[src/rtl/rtc_pkg.sv]
// ============================================================================
// rtc_pkg : shared types and constants for the RTC key scheduler
// Rev 1.0
// ============================================================================
`default_nettype none

package rtc_pkg;

  typedef enum logic [1:0] {
    IDLE = 2'd0,
    RUN  = 2'd1,
    HOLD = 2'd2
  } state_e;

  localparam logic [15:0] ZERO_SUB_DEFAULT = 16'hACE1;

  localparam int TAP_A = 15;
  localparam int TAP_B = 13;
  localparam int TAP_C = 12;
  localparam int TAP_D = 10;

  localparam logic [6:0] SEG_BLANK = 7'b1111111;

  function automatic logic [15:0] lfsr_next(input logic [15:0] k);
    return {k[14:0], k[TAP_A] ^ k[TAP_B] ^ k[TAP_C] ^ k[TAP_D]};
  endfunction

endpackage

`default_nettype wire

[src/rtl/rtc_hex_to_7seg.sv]
// ============================================================================
// rtc_hex_to_7seg : 4-bit nibble to active-low {g,f,e,d,c,b,a} segments
// Rev 1.0
// ============================================================================
`default_nettype none

module rtc_hex_to_7seg (
  input  logic [3:0] nibble_i,
  output logic [6:0] seg_o
);

  always_comb begin
    seg_o = 7'b1111111;
    case (nibble_i)
      4'h0: seg_o = 7'b1000000;
      4'h1: seg_o = 7'b1111001;
      4'h2: seg_o = 7'b0100100;
      4'h3: seg_o = 7'b0110000;
      4'h4: seg_o = 7'b0011001;
      4'h5: seg_o = 7'b0010010;
      4'h6: seg_o = 7'b0000010;
      4'h7: seg_o = 7'b1111000;
      4'h8: seg_o = 7'b0000000;
      4'h9: seg_o = 7'b0010000;
      4'hA: seg_o = 7'b0001000;
      4'hB: seg_o = 7'b0000011;
      4'hC: seg_o = 7'b1000110;
      4'hD: seg_o = 7'b0100001;
      4'hE: seg_o = 7'b0000110;
      4'hF: seg_o = 7'b0001110;
      default: seg_o = 7'b1111111;
    endcase
  end

endmodule

`default_nettype wire

[src/rtl/rtc_key_scheduler.sv]
// ============================================================================
// rtc_key_scheduler : LFSR key rotation on clk_5s ticks, 4-digit hex scan
// Rev 1.0
// ============================================================================
`default_nettype none

module rtc_key_scheduler
  import rtc_pkg::*;
#(
  parameter logic [15:0] ZERO_SUB    = ZERO_SUB_DEFAULT,
  parameter int          COUNT_WIDTH = 8
) (
  input  logic                   sys_clk,
  input  logic                   rst,
  input  logic                   clk_500Hz,
  input  logic                   clk_5s,
  input  logic                   enable,
  input  logic                   seed_valid,
  input  logic [15:0]            seed,
  output logic [15:0]            key,
  output logic                   key_changed,
  output logic [COUNT_WIDTH-1:0] key_count,
  output logic [1:0]             digit_sel,
  output logic [3:0]             an,
  output logic [6:0]             seg
);

  state_e                 state_q, state_d;
  logic [15:0]            key_q, key_d;
  logic [COUNT_WIDTH-1:0] count_q, count_d;
  logic                   changed_q, changed_d;
  logic [1:0]             digit_q, digit_d;
  logic                   prev_5s_q, prev_500_q;

  logic                   tick_5s, tick_500;
  logic [3:0]             nibble;
  logic [6:0]             seg_raw;

  assign tick_5s  = clk_5s & ~prev_5s_q;
  assign tick_500 = clk_500Hz & ~prev_500_q;

  always_ff @(posedge sys_clk) begin
    if (rst) begin
      state_q <= IDLE;
    end else begin
      state_q <= state_d;
    end
  end

  always_comb begin
    state_d = state_q;
    if (seed_valid || state_q != IDLE) begin
      state_d = enable ? RUN : HOLD;
    end
  end

  always_comb begin
    key_d     = key_q;
    count_d   = count_q;
    changed_d = 1'b0;
    digit_d   = digit_q;
    // A seed load takes priority and swallows a coincident key tick.
    if (seed_valid) begin
      key_d     = (seed == 16'h0000) ? ZERO_SUB : seed;
      count_d   = '0;
      changed_d = 1'b1;
    end else if (state_q == RUN && tick_5s) begin
      key_d     = lfsr_next(key_q);
      count_d   = count_q + COUNT_WIDTH'(1);
      changed_d = 1'b1;
    end
    if (state_q != IDLE && tick_500) begin
      digit_d = digit_q + 2'd1;
    end
  end

  // Edge history resets high so a level already present at release is not a tick.
  always_ff @(posedge sys_clk) begin
    if (rst) begin
      key_q      <= 16'h0000;
      count_q    <= '0;
      changed_q  <= 1'b0;
      digit_q    <= 2'd0;
      prev_5s_q  <= 1'b1;
      prev_500_q <= 1'b1;
    end else begin
      key_q      <= key_d;
      count_q    <= count_d;
      changed_q  <= changed_d;
      digit_q    <= digit_d;
      prev_5s_q  <= clk_5s;
      prev_500_q <= clk_500Hz;
    end
  end

  always_comb begin
    nibble = key_q[3:0];
    case (digit_q)
      2'd0: nibble = key_q[3:0];
      2'd1: nibble = key_q[7:4];
      2'd2: nibble = key_q[11:8];
      2'd3: nibble = key_q[15:12];
      default: nibble = key_q[3:0];
    endcase
  end

  rtc_hex_to_7seg u_hex (
    .nibble_i (nibble),
    .seg_o    (seg_raw)
  );

  assign key         = key_q;
  assign key_changed = changed_q;
  assign key_count   = count_q;
  assign digit_sel   = digit_q;
  assign an          = (state_q == IDLE) ? 4'b1111 : ~(4'b0001 << digit_q);
  assign seg         = (state_q == IDLE) ? SEG_BLANK : seg_raw;

endmodule

`default_nettype wire

[config.mk]
export PLATFORM = sky130hd
export DESIGN_NAME = rtc_key_scheduler
export DESIGN_NICKNAME = d
export VERILOG_FILES = /design/src/rtl/rtc_pkg.sv /design/src/rtl/rtc_hex_to_7seg.sv /design/src/rtl/rtc_key_scheduler.sv
export SDC_FILE = /design/constraint.sdc
export NUM_CORES = 1
export LEC_CHECK = 0
export ABC_AREA = 1
export BUFFER_PORTS_ARGS = -buffer_cell sky130_fd_sc_hd__buf_2
export CORE_MARGIN = 2
export CORE_UTILIZATION = 56
export CTS_CLUSTER_SIZE = 40
export DETAILED_ROUTE_END_ITERATION = 8
export GPL_TIMING_DRIVEN = 1
export PLACE_DENSITY_LB_ADDON = 0.12
export SLEW_MARGIN = 5
export SYNTH_ARGS = -nofsm -noshare
export SYNTH_HDL_FRONTEND = slang
export SYNTH_SLANG_ARGS = --single-unit
[constraint.sdc]
create_clock -name sys_clk -period 3.9 [get_ports sys_clk]
set_clock_uncertainty 0.1 [all_clocks]
set_input_delay 0.195 -clock sys_clk [delete_from_list [all_inputs] [get_ports sys_clk]]
set_output_delay 0.195 -clock sys_clk [all_outputs]
set_load 0.02 [all_outputs]
# After elaboration in Yosys (flattened, before gate mapping)
# Memories as Yosys holds them, arrays and structs flattened.
# Cells that the tools add are included.
[op_classes]
shift = 1
div = 0
n_reduce_logical = 9
n_bitwise = 8
n_mul = 0
order_cmp = 0
muxes = 9
addsub = 2
eq_ne = 4
[ops]
columns = ["operator", "n"]
rows = [
  ["2-to-1 mux 16 bit", 3],
  ["zero test 16 bit", 1],
  ["case mux 4 bit (4 select lines)", 1],
  ["adder 8 x 1 -> 8 bit, second input constant", 1],
  ["2-to-1 mux 7 bit", 1],
  ["equality test 2 x 1 -> 1 bit, second input constant", 2],
  ["equality test 2 bit, second input constant", 2],
  ["zero test 2 bit", 2],
  ["2-to-1 mux 4 bit", 1],
  ["inverter 4 bit", 1],
  ["nonzero test 2 bit", 2],
  ["left shift 1 x 2 -> 4 bit, first input constant", 1],
  ["XOR 1 bit", 3],
  ["adder 2 x 1 -> 2 bit, second input constant", 1],
  ["AND 1 bit", 2],
  ["logical AND 1 bit", 2],
  ["2-to-1 mux 1 bit", 2],
  ["2-to-1 mux 2 bit", 1],
  ["inverter 1 bit", 2],
  ["OR reduction 2 bit", 1],
  ["logical OR 1 bit", 1],
]
[totals]
memories = 1
ram_bits = 0
ff_bits = 31
latch_bits = 0
output_inout_bits = 38
mem_bits_ro = 112
input_bits = 22
[mem_list]
columns = ["memory", "depth", "word_bits", "rd", "rd_ports_with_merged_regs", "wr", "line_no", "rtl"]
rows = [
  ["(no name shown)", 16, 7, 1, 0, 0, "rtc_hex_to_7seg.sv:14", "case (nibble_i)"],
]

# Longest topological paths before layout
# Gate-level depths: netlist of the first run.
[depth]
ltp_word = 5
ltp_mapped = 11
mapped_depth_nobuf = 11

# Modules after synthesis
# From an unflattened synthesis of the first run, not the netlist that was laid out.
[hier_totals]
cells_unflattened = 315
area_unflattened_um2 = 2059.5
[by_module_without_submodules]
columns = ["mod", "cells_per_inst", "area_each_um2", "n_inst", "seq_area_each_um2"]
rows = [
  ["rtc_key_scheduler", 266, 1785.5, 1, 620.6],
  ["rtc_hex_to_7seg", 49, 274.0, 1, 0.0],
]

# Worst setup path after synthesis of the first run
# OpenSTA, ideal clock, no wires.
[synth_path]
kind = "register to output"
start = "reg digit_q[0] (netlist: digit_sel[0])"
end = "out seg[3]"
path_buffers = 0
arrival_ns = 2.063
required_time_ns = 3.605
path_stages_with_launch = 12
path_slack_ns = 1.542
cell_sequence = "dfxtp_1 inv_1 ha_1 inv_2 nand2_1 o22ai_1 inv_1 ha_1 nand3_1 nand2_1 nand2_1 nand3_1"
[synth_between]
elab_chain_cells = 4
word_cells_on_any_way = 7
classes_between = "3 x eq/ne; 2 x mux; 1 x reduce/logical; 1 x memory"
[synth_lines]
columns = ["item", "line_no", "rtl"]
rows = [
  ["start, declared", "rtc_key_scheduler.sv:32", "logic [1:0] digit_q, digit_d;"],
  ["start signal, assigned", "rtc_key_scheduler.sv:90", "digit_q <= digit_d;"],
  ["equality test 2 bit, or another cell as far along", "rtc_key_scheduler.sv:98", "case (digit_q)"],
  ["case mux 4 bit (4 select lines) (*)", "rtc_key_scheduler.sv:98", ""],
  ["memory (16 x 7 bit) (*)", "-", ""],
  ["2-to-1 mux 7 bit (*)", "rtc_key_scheduler.sv:117", "assign seg = (state_q == IDLE) ? SEG_BLANK : seg_raw;"],
  ["end, declared", "rtc_key_scheduler.sv:25", "output logic [6:0] seg"],
]
# Every way passes the cells marked *; elsewhere a longest branch is shown, timed or not.

# Worst setup path after layout of the first run
[layout_path]
start = "reg digit_q[0] (netlist: digit_sel[0])"
end = "out seg[5]"
# The elaborated chain is that of the path after synthesis.

==> summary.txt, run 1 <==
Outcome
  – Outcome: completed

Clock network
  – CTS Hold Bufs: 2
  – CTS max path bufs: 2
  – H-tree depth: 2
  – Clock sinks: 31
  – Post-CTS Setup Inserts: 0
  – Clock root buffer: clkbuf_4
  – Total CTS buffers: 5
  – TritonCTS clock tree: built
  – Post_cts resized: 0
  – Clock Latency Late Sink: 0.33 ns
  – Reg clk slew, reported paths: between 0.1 and 0.15 ns

Timing
  – Relative slew slack: between 60% and 70%
  – Final Cycle Share: between 70% and 80%
  – Final WS setup: between 0.9 and 1 ns
  – RSZ-0062 raised after global routing: no
  – Setup TNS: 0 ns
  – Worst Max-Slew Pin Slew: 0.5089 ns
  – Fin. max-slew vios: 0
  – Hold Vio Cnt, Final: 0
  – Highest achievable clock rate: about 340 MHz
  – Final setup viols: 0
  – Final Critical Period: between 2 and 3 ns

Logic synthesis
  – Post-synthesis simple-gate area fraction: around two fifths
  – Post-synth EDFFs: 0
  – Cells after synthesis: between 300 and 400
  – Post-Synthesis Net Count: approximately 350
  – Most numerous cell in the Yosys netlist: nand2_1
  – Biggest area consumer among synthesized cells: dfxtp_1
  – Multiplexer area fraction after synthesis: under 10%
  – Synth cell types: 30
  – Mapped cell area: 2026 sq um
  – Synth area leaders: dfxtp_1 (31%), nand2_1 (18%), nor2_1 (9.5%)
  – Yosys top cell area share: slightly above 30%
  – Ys Warns: 0
  – Synth Area per Inst: 6.350 sq um
  – Top post-synthesis cells by count: nand2_1 (99), nor2_1 (51), dfxtp_1 (31)
  – Post-synthesis compound-gate area fraction: between 10% and 20%
  – Synth Area in XOR/XNOR: less than 1%
  – Post-synth top flop: dfxtp_1
  – Post-Synth Adder-Cell Area: under 10%
  – Seq/Total Area, Yosys: 30.64%
  – Main combinational cell family by area after synthesis: simple AND/OR/NAND/NOR gates
  – Yosys reg bits: 31
  – Async set or reset register ratio after synthesis: 0%

Setup path
  – Critical path's slowest cell: dfxtp_1
  – Most frequent CP cell: nand2_1
  – Crit path capture type: output port
  – Critical Path Fanout Max: 7
  – Worst reg2reg setup slack: about 2.4 ns
  – Worst Path Required: approximately 3.6 ns
  – CP Cell Sequence: inv_1 > ha_1 > inv_2 > nand2_1 > o22ai_1 > inv_1 > ha_1 > nand3_1 > o21ai_0 > nand2_1 > nand2_1 > buf_2
  – Crit start category: register
  – Worst R2R Start: state_q[0]
  – Largest stage delay, worst path: 0.41 ns
  – Crit path kind: reg -> out
  – Worst endpoint data arrival time: 2.62 ns
  – Crit path launch: digit_sel[0]

Die
  – IO Pins: 60
  – CORE AREA: 3416 sq um
  – Die height: roughly 64 um
  – Die area: between 4000 and 5000 sq um
  – Starting density of the core: about three fifths
  – Die Span X: 64.15 um
  – Site Rows: 21

GRT
  – GRT Total Usage: 27.47%
  – GR Overflow Total: 0
  – Antenna violations before repair: 0
  – Vias in the first global route: approximately 1900
  – Largest net degree at the start of global routing: 18
  – First-pass GRT wire length: slightly below 9 mm

Finish
  – Ant. Diodes: 0
  – NumNets Final: ~410
  – Seq. cell area: about 620 sq um
  – Layout cells sized above 1: between 20 and 25%
  – Multi-input logic area: around 1200 sq um
  – # fillers: ~300
  – Layout Utilization: 70.77%
  – Fin cells: 426
  – Layout Area Growth over Synthesis: 19.33%

Detailed routing
  – DR pass1 iterations: 4
  – Final WL: between 5 and 6 mm
  – DRT iter0 DRCs: 182
  – Vias/cell: around 5
  – WL/cell: around 12 um
  – Drc violations: 0
  – Post-route ant nets: 0
  – Vias post-DR: approximately 2200

Place
  – Post-DP HPWL: ~3.8 mm
  – Inst Count DP: between 400 and 500
  – Routability cong.: about 0.93
  – PortBufs: 59
  – Place WS: between 1 and 1.5 ns

Pwr
  – Power density cells: approximately 320 nW/um^2
  – P_leak: between 1 and 1.5 nW
  – Power Total: between 0.7 and 0.8 mW
  – Worst vdd ir: between 0.00015 and 0.0002 V

Hold path
  – Hold Crit Start: seed[12]
  – HP Class: in -> reg

Flow run
  – Maxcap violations: 0
## area by class of cell
cell class	count	area share, %
Clock inverter	1	0.3106
Tap cell	46	2.381
Multi-Input combinational cell	251	51.29
Sequential cell	31	25.67
Inverter	29	4.607
Timing Repair Buffer	61	13.04
Clock buffer	7	2.692
## logic make-up after synthesis
group / Yosys count
compound gates: 42
xor+xnor: 2
fa+ha+maj: 12
buf+inv: 37
flops: 31
mux: 3
simple gates: 192
## layer usage
| metal | vias to the layer above | global-route usage [%] | share of wire (%) |
|---|---|---|---|
| li1 | 1142 | - | - |
| met1 | 937 | 36.15 | 47 |
| met2 | 71 | 44.92 | 47 |
| met3 | 8 | 5.106 | 5.2 |
| met4 | 0 | 9.840 | 1.3 |
| met5 | - | 0 | 0 |
## through the flow
step	hold WS [ns]	cell area [sq um]
after floorplan	0.1743	2026
after global placement	0.2779	2325
after detailed placement	0.2832	2325
after CTS	0.01962	2417
after global routing	0.03579	2417
final	0.02589	2417
## sequential cells by signal (all words and copies together), names as in the netlist
signal and flops:
prev_5s_q 1, key_count 8, state_q 2, key 16, digit_sel 2, prev_500_q 1
key_changed 1
## cell usage in the layout, fill, tap and decap left out, drive strengths merged
cell type      n
nand2        102
buf           59
nor2          55
dfxtp         31
inv           29
nand3         22
a21oi         21
o21ai         18
ha            12
nor3           8
clkbuf         7
mux2i          3
nand4          2
nor3b          2
dlygate4sd3    2
o22ai          1
o21bai         1
a211oi         1
or2            1
xnor2          1
xor2           1
clkinvlp       1
## worst max-delay path: cells and delay by family (launching register included)
| family | cells | cell delay (ns) |
|---|---|---|
| buf+inv | 4 | 0.56 |
| compound gates | 2 | 0.51 |
| simple gates | 4 | 0.29 |
| flops | 1 | 0.41 |
| fa+ha+maj | 2 | 0.52 |
## power by group
group | internal [mW] | switching (mW) | leakage, nW | total, mW
Sequential | 0.332 | 0.0191 | 0.255 | 0.351
Combinational | 0.0703 | 0.130 | 0.891 | 0.201
Clock | 0.105 | 0.119 | 0.0375 | 0.224
Total | 0.507 | 0.268 | 1.18 | 0.776
## worst paths after layout
check / depth (start not counted) / to
setup / recovery: 12 / seg[5]
hold / removal: 3 / key[12]
setup reg to reg: 5 / digit_sel[1]
hold reg to reg: 2 / key[10]
Note: power is estimated with default switching activity, not from simulation.
==> inputs of run 2 (changes only) <==
Settings changed: ABC_AREA 1 to 0, CORE_UTILIZATION 56 to 50.
Clock period 3.9 ns to 3.01 ns, I/O delays scaled along.
==> summary.txt, run 2 <==
Finish
  – Most common cell after layout, fill and taps aside: buf_2
  – Layout Area Growth over Synthesis: 28.31%
  – Fin cells: between 300 and 400
  – Most frequent cells in the layout: buf_2 (59), nor2_1 (43), dfxtp_1 (29)
  – Layout cells sized above 1: between 20 and 30%
  – Max reg flops: 16
  – NumNets Final: 320
  – Fin area: ~2300 sq um
  – Ant. Diodes: 0

Setup path
  – Largest stage delay, worst path: 0.43 ns
  – Worst Path Buf+Inv: 3
  – Worst endpoint data arrival time: 2.60 ns
  – CP Cell Sequence: inv_1 > ha_1 > a222oi_1 > a21oi_2 > inv_1 > ha_1 > mux2i_1 > nor3_1 > a31oi_1 > buf_2
  – Worst Path Required: about 2.8 ns
  – Crit path kind: reg -> out
  – Cell family with most CP delay: compound AO/OA/AOI/OAI gates
  – Critical path's slowest cell: a222oi_1
  – Crit start category: register
  – Crit path capture type: output port
  – Critical Path Fanout Max: 5

Detailed routing
  – Metal1 wirelength: roughly 2.1 mm
  – Top Metal Used: met4
  – WL/cell: ~14 um
  – Post-route ant nets: 0
  – Metal3 WL: ~270 um
  – Final WL: between 4 and 5 mm
  – DRT iter0 DRCs: around 120
  – Drc violations: 0
  – Vias/cell: roughly 5.3
  – DR pass1 iterations: 8
  – Vias post-DR: roughly 1800
  – DR WL met2: 2.122 mm

Timing
  – Final setup viols: 0
  – Highest achievable clock rate: roughly 350 MHz
  – RSZ-0062 raised after global routing: no
  – Fin. max-slew vios: 0
  – Setup TNS: 0 ns
  – Worst Max-Slew Pin Slew: 0.6853 ns
  – Relative slew slack: between 50% and 60%
  – Final Critical Period: between 2 and 3 ns
  – Final Cycle Share: 94.83%
  – Hold Vio Cnt, Final: 0

GRT
  – Vias in the first global route: 1566
  – First-pass GRT wire length: 7.479 mm
  – GRT Total Usage: 22.91%
  – GR Overflow Total: 0
  – Largest net degree at the start of global routing: 31
  – Antenna violations before repair: 0

Place
  – Routability cong.: 0.8023
  – DP Area: between 2000 and 2500 sq um
  – PortBufs: a little under 60
  – Post-DP HPWL: 3.140 mm
  – Inst Count DP: roughly 310

Clock network
  – Clock root buffer: clkbuf_4
  – H-tree depth: 2
  – Reg clk slew, reported paths: approximately 0.1 ns
  – Post-CTS Setup Inserts: 0
  – Clock Latency Late Sink: roughly 0.34 ns
  – Total CTS buffers: 5
  – TritonCTS clock tree: built
  – CTS max path bufs: 2
  – Clock sinks: 31

Die
  – CORE AREA: ~3400 sq um
  – Die area: around 4100 sq um
  – Die Span X: about 64 um
  – IO Pins: 60
  – Site Rows: 21
  – Die height: 64.05 um
  – Starting density of the core: a little over half

Logic synthesis
  – Post-synth top flop: dfxtp_1
  – Mapped cell area: roughly 1800 sq um
  – Post-synth EDFFs: 0
  – Post-Synthesis Net Count: between 200 and 300
  – Yosys top cell area share: 34.42%
  – Biggest area consumer among synthesized cells: dfxtp_1
  – Top post-synthesis cells by count: nor2_1 (43), dfxtp_1 (31), mux2i_1 (14)
  – Synth Area per Inst: roughly 8.3 sq um
  – Most numerous cell in the Yosys netlist: nor2_1
  – Synth cell types: 35
  – Seq/Total Area, Yosys: roughly 34%
  – Cells after synthesis: ~220
  – Synth area leaders: dfxtp_1 (34%), nor2_1 (9.0%), ha_1 (8.3%)
  – Async set or reset register ratio after synthesis: 0%
  – Yosys reg bits: 31
  – Ys Warns: 0

Pwr
  – Power density cells: between 400 and 500 nW/um^2
  – P_leak: 0.9935 nW
  – Worst vdd ir: about 0.00026 V

Flow run
  – Maxcap violations: 0

Outcome
  – Outcome: completed

Hold path
  – HP Class: in -> reg
## run 2: cell types whose count changed after synthesis, sizes merged, moves of 7 or more
cell / delta
nor2: -11
o21ai: -15
a21oi: -7
mux2i: +11
nand3: -21
nor2b: +10
nand2: -92
inv: -24
## run 2: final timing paths
check	slack, ns	cells after the start	from	end
worst min-delay path	0.002	3	seed[11]	key[11]
worst min register to register	0.42	2	key_count[7]	key_count[7]
worst max-delay path	0.16	10	digit_sel[0]	seg[3]
worst max register to register	1.27	6	state_q[1]	key_count[5]
## run 2: per-layer routing
metal | GRT usage [%] | up-vias
met5 | 0 | -
met4 | 6.522 | 0
met3 | 5.282 | 4
met2 | 36.85 | 64
met1 | 30.56 | 816
li1 | - | 897
## run 2: area by class of cell
type                       instances  area, sq um
clock buffer                       7        65.06
clock inverter                     1        7.507
fill                             287         1076
inverter                           6        22.52
multi-input combinational        168         1097
sequential                        31        623.1
tap                               46        57.56
timing repair buffer              74        440.4
## run 2: through the flow
step                util [%]  total power, mW  hold slack, ns  worst slack [ns]
floorplan                  -           0.5984          0.1266            0.4989
global placement       62.09           0.6607          0.2380            0.5982
detailed placement     62.09           0.6623          0.2348            0.5017
CTS                    68.07           0.9529        0.001748            0.1127
global route           68.25            1.004         0.01753           0.02283
finish                 68.25           0.9571        0.002176            0.1557
## run 2: tightest hold or removal path: cells and delay by family
kind          cells  cell delay, ns
simple gates      2            0.14
buf+inv           1            0.11
## run 2: cell families (layout without fill, tap and decap cells)
family	count (synthesis)	after routing	synth area share, %
simple gates	95	95	25.40
compound gates	35	35	13.32
flops	31	31	34.42
buf+inv	18	88	4.927
mux	14	14	7.772
fa+ha+maj	12	12	8.327
xor+xnor	12	12	5.829
## run 2: timing repair
action,in CTS,in global routing
gates resized for setup,0,3
hold buffers,13,0
hold endpoints to repair,14,0
endpoints found under the setup margin,0,2
## run 2: report_power, final
| group | internal [mW] | total [mW] | leakage, nW | switching [mW] |
|---|---|---|---|---|
| sequential | 0.428 | 0.448 | 0.256 | 0.0205 |
| combinational | 0.0912 | 0.219 | 0.700 | 0.128 |
| clock | 0.136 | 0.290 | 0.0375 | 0.153 |
| total | 0.655 | 0.957 | 0.994 | 0.302 |
==> inputs of run 3 (changes only) <==
==> constraint.sdc (replaced) <==
create_clock -name sys_clk -period 3.01 [get_ports sys_clk]
set_clock_uncertainty 0.1 [all_clocks]
set_input_delay 0.301 -clock sys_clk [delete_from_list [all_inputs] [get_ports sys_clk]]
set_output_delay 0.301 -clock sys_clk [all_outputs]
set_load 0.02 [all_outputs]
==> summary.txt, run 3 (synthesis gave the netlist of run 2 again) <==
Detailed routing
  – Vias/cell: between 5 and 6
  – Post-route ant nets: 0
  – DRT iter0 DRCs: 81
  – DR pass1 iterations: 4
  – Drc violations: 0
  – Final WL: around 4.4 mm
  – Vias post-DR: 1743
  – WL/cell: between 10 and 15 um

Setup path
  – Crit path capture type: output port
  – Worst endpoint data arrival time: about 2.5 ns
  – Critical Path Fanout Max: 5
  – Crit path kind: reg -> out
  – Crit start category: register
  – Worst Path Required: between 2 and 3 ns

Place
  – Post-DP HPWL: approximately 3.2 mm
  – Routability cong.: between 0.8 and 0.9
  – Inst Count DP: 312
  – PortBufs: between 50 and 60

GRT
  – Antenna violations before repair: 0
  – Vias in the first global route: 1473
  – GR Overflow Total: 0
  – Largest net degree at the start of global routing: 31
  – GRT Total Usage: 20.93%
  – First-pass GRT wire length: 6.741 mm

Finish
  – Fin cells: about 330
  – Layout Area Growth over Synthesis: 26.58%
  – Most frequent cells in the layout: buf_2 (58), nor2_1 (43), dfxtp_1 (29)
  – Ant. Diodes: 0
  – Most common cell after layout, fill and taps aside: buf_2
  – NumNets Final: between 300 and 400
  – Layout cells sized above 1: 33.33%
  – Max reg flops: 16

Pwr
  – Worst vdd ir: approximately 0.00027 V
  – P_leak: ~0.97 nW
  – Power density cells: around 400 nW/um^2
  – Power Total: between 0.9 and 1 mW

Clock network
  – CTS max path bufs: 2
  – TritonCTS clock tree: built
  – Total CTS buffers: 5
  – Reg clk slew, reported paths: about 0.09 ns
  – Clock Latency Late Sink: 0.35 ns
  – Clock sinks: 31
  – H-tree depth: 2
  – Clock root buffer: clkbuf_4

Die
  – Die Span X: 64.05 um
  – Site Rows: 21
  – Starting density of the core: between 50% and 60%
  – IO Pins: 60
  – Die height: 64.05 um
  – Die area: about 4100 sq um
  – CORE AREA: roughly 3400 sq um

Timing
  – Fin. max-slew vios: 0
  – Highest achievable clock rate: around 340 MHz
  – Relative slew slack: 60.55%
  – RSZ-0062 raised after global routing: yes
  – Worst Max-Slew Pin Slew: slightly below 0.6 ns
  – Final Cycle Share: 96.84%
  – Hold Vio Cnt, Final: 0
  – Final setup viols: 0
  – Final Critical Period: 2.915 ns

Outcome
  – Outcome: completed

Flow run
  – Maxcap violations: 0

Hold path
  – HP Class: in -> reg
run 3: cell type report:
cell class,instances,area [sq um]
timing repair buffer,66,354.1
clock inverter,1,5.005
fill,311,1107
sequential,31,628.1
inverter,6,22.52
tap,46,57.56
multi-input combinational,168,1170
clock buffer,7,45.04
run 3: through the flow:
step	TNS (ns)	area, sq um	setup slack (ns)	util [%]	hold WS, ns
3_3_place_gp	0	2105	0.4479	62.09	0.3889
2_1_floorplan	0	1803	0.3484	-	0.2771
4_1_cts	0	2161	0.03970	63.75	0.03929
5_1_grt	-0.02837	2282	-0.02837	67.33	0.04950
3_5_place_dp	0	2105	0.3484	62.09	0.3978
6_report	0	2282	0.09500	67.33	0.03542
run 3: layer usage:
layer	GRT usage, %	up-vias	share of wire [%]
li1	-	884	-
met1	27.94	792	46
met2	32.16	59	46
met3	5.106	8	6.0
met4	8.696	0	1.6
met5	0	-	0
run 3: power breakdown:
group	switching, mW	leakage (nW)	internal, mW	total (mW)
clock	0.142	0.0293	0.0908	0.233
sequential	0.0202	0.256	0.426	0.446
combinational	0.133	0.686	0.0918	0.225
total	0.295	0.971	0.609	0.904
run 3: final timing paths:
kind | slack (ns) | depth (start not counted) | endpoint | from
setup / recovery | 0.1 | 10 | seg[3] | digit_sel[1]
hold / removal | 0.04 | 2 | state_q[1] | enable
setup reg to reg | 1.32 | 6 | key_count[5] | state_q[1]
hold reg to reg | 0.42 | 2 | key_count[7] | key_count[7]
run 3: timing repair:
action	in CTS	in global routing
hold buffers	0	0
resized for setup	3	19
buffers inserted	0	5
pin swaps	1	6
endpoints found under the setup margin	1	3
run 3: worst max-delay path, stage by stage, from the launching register on:
cell and delay [ns]:
dfxtp_4 0.38, buf_6 0.12, ha_4 0.16, a222oi_1 0.49, a21oi_4 0.15, inv_2 0.12
ha_4 0.21, mux2i_1 0.14, nor3_1 0.07, a31oi_1 0.17, buf_4 0.16
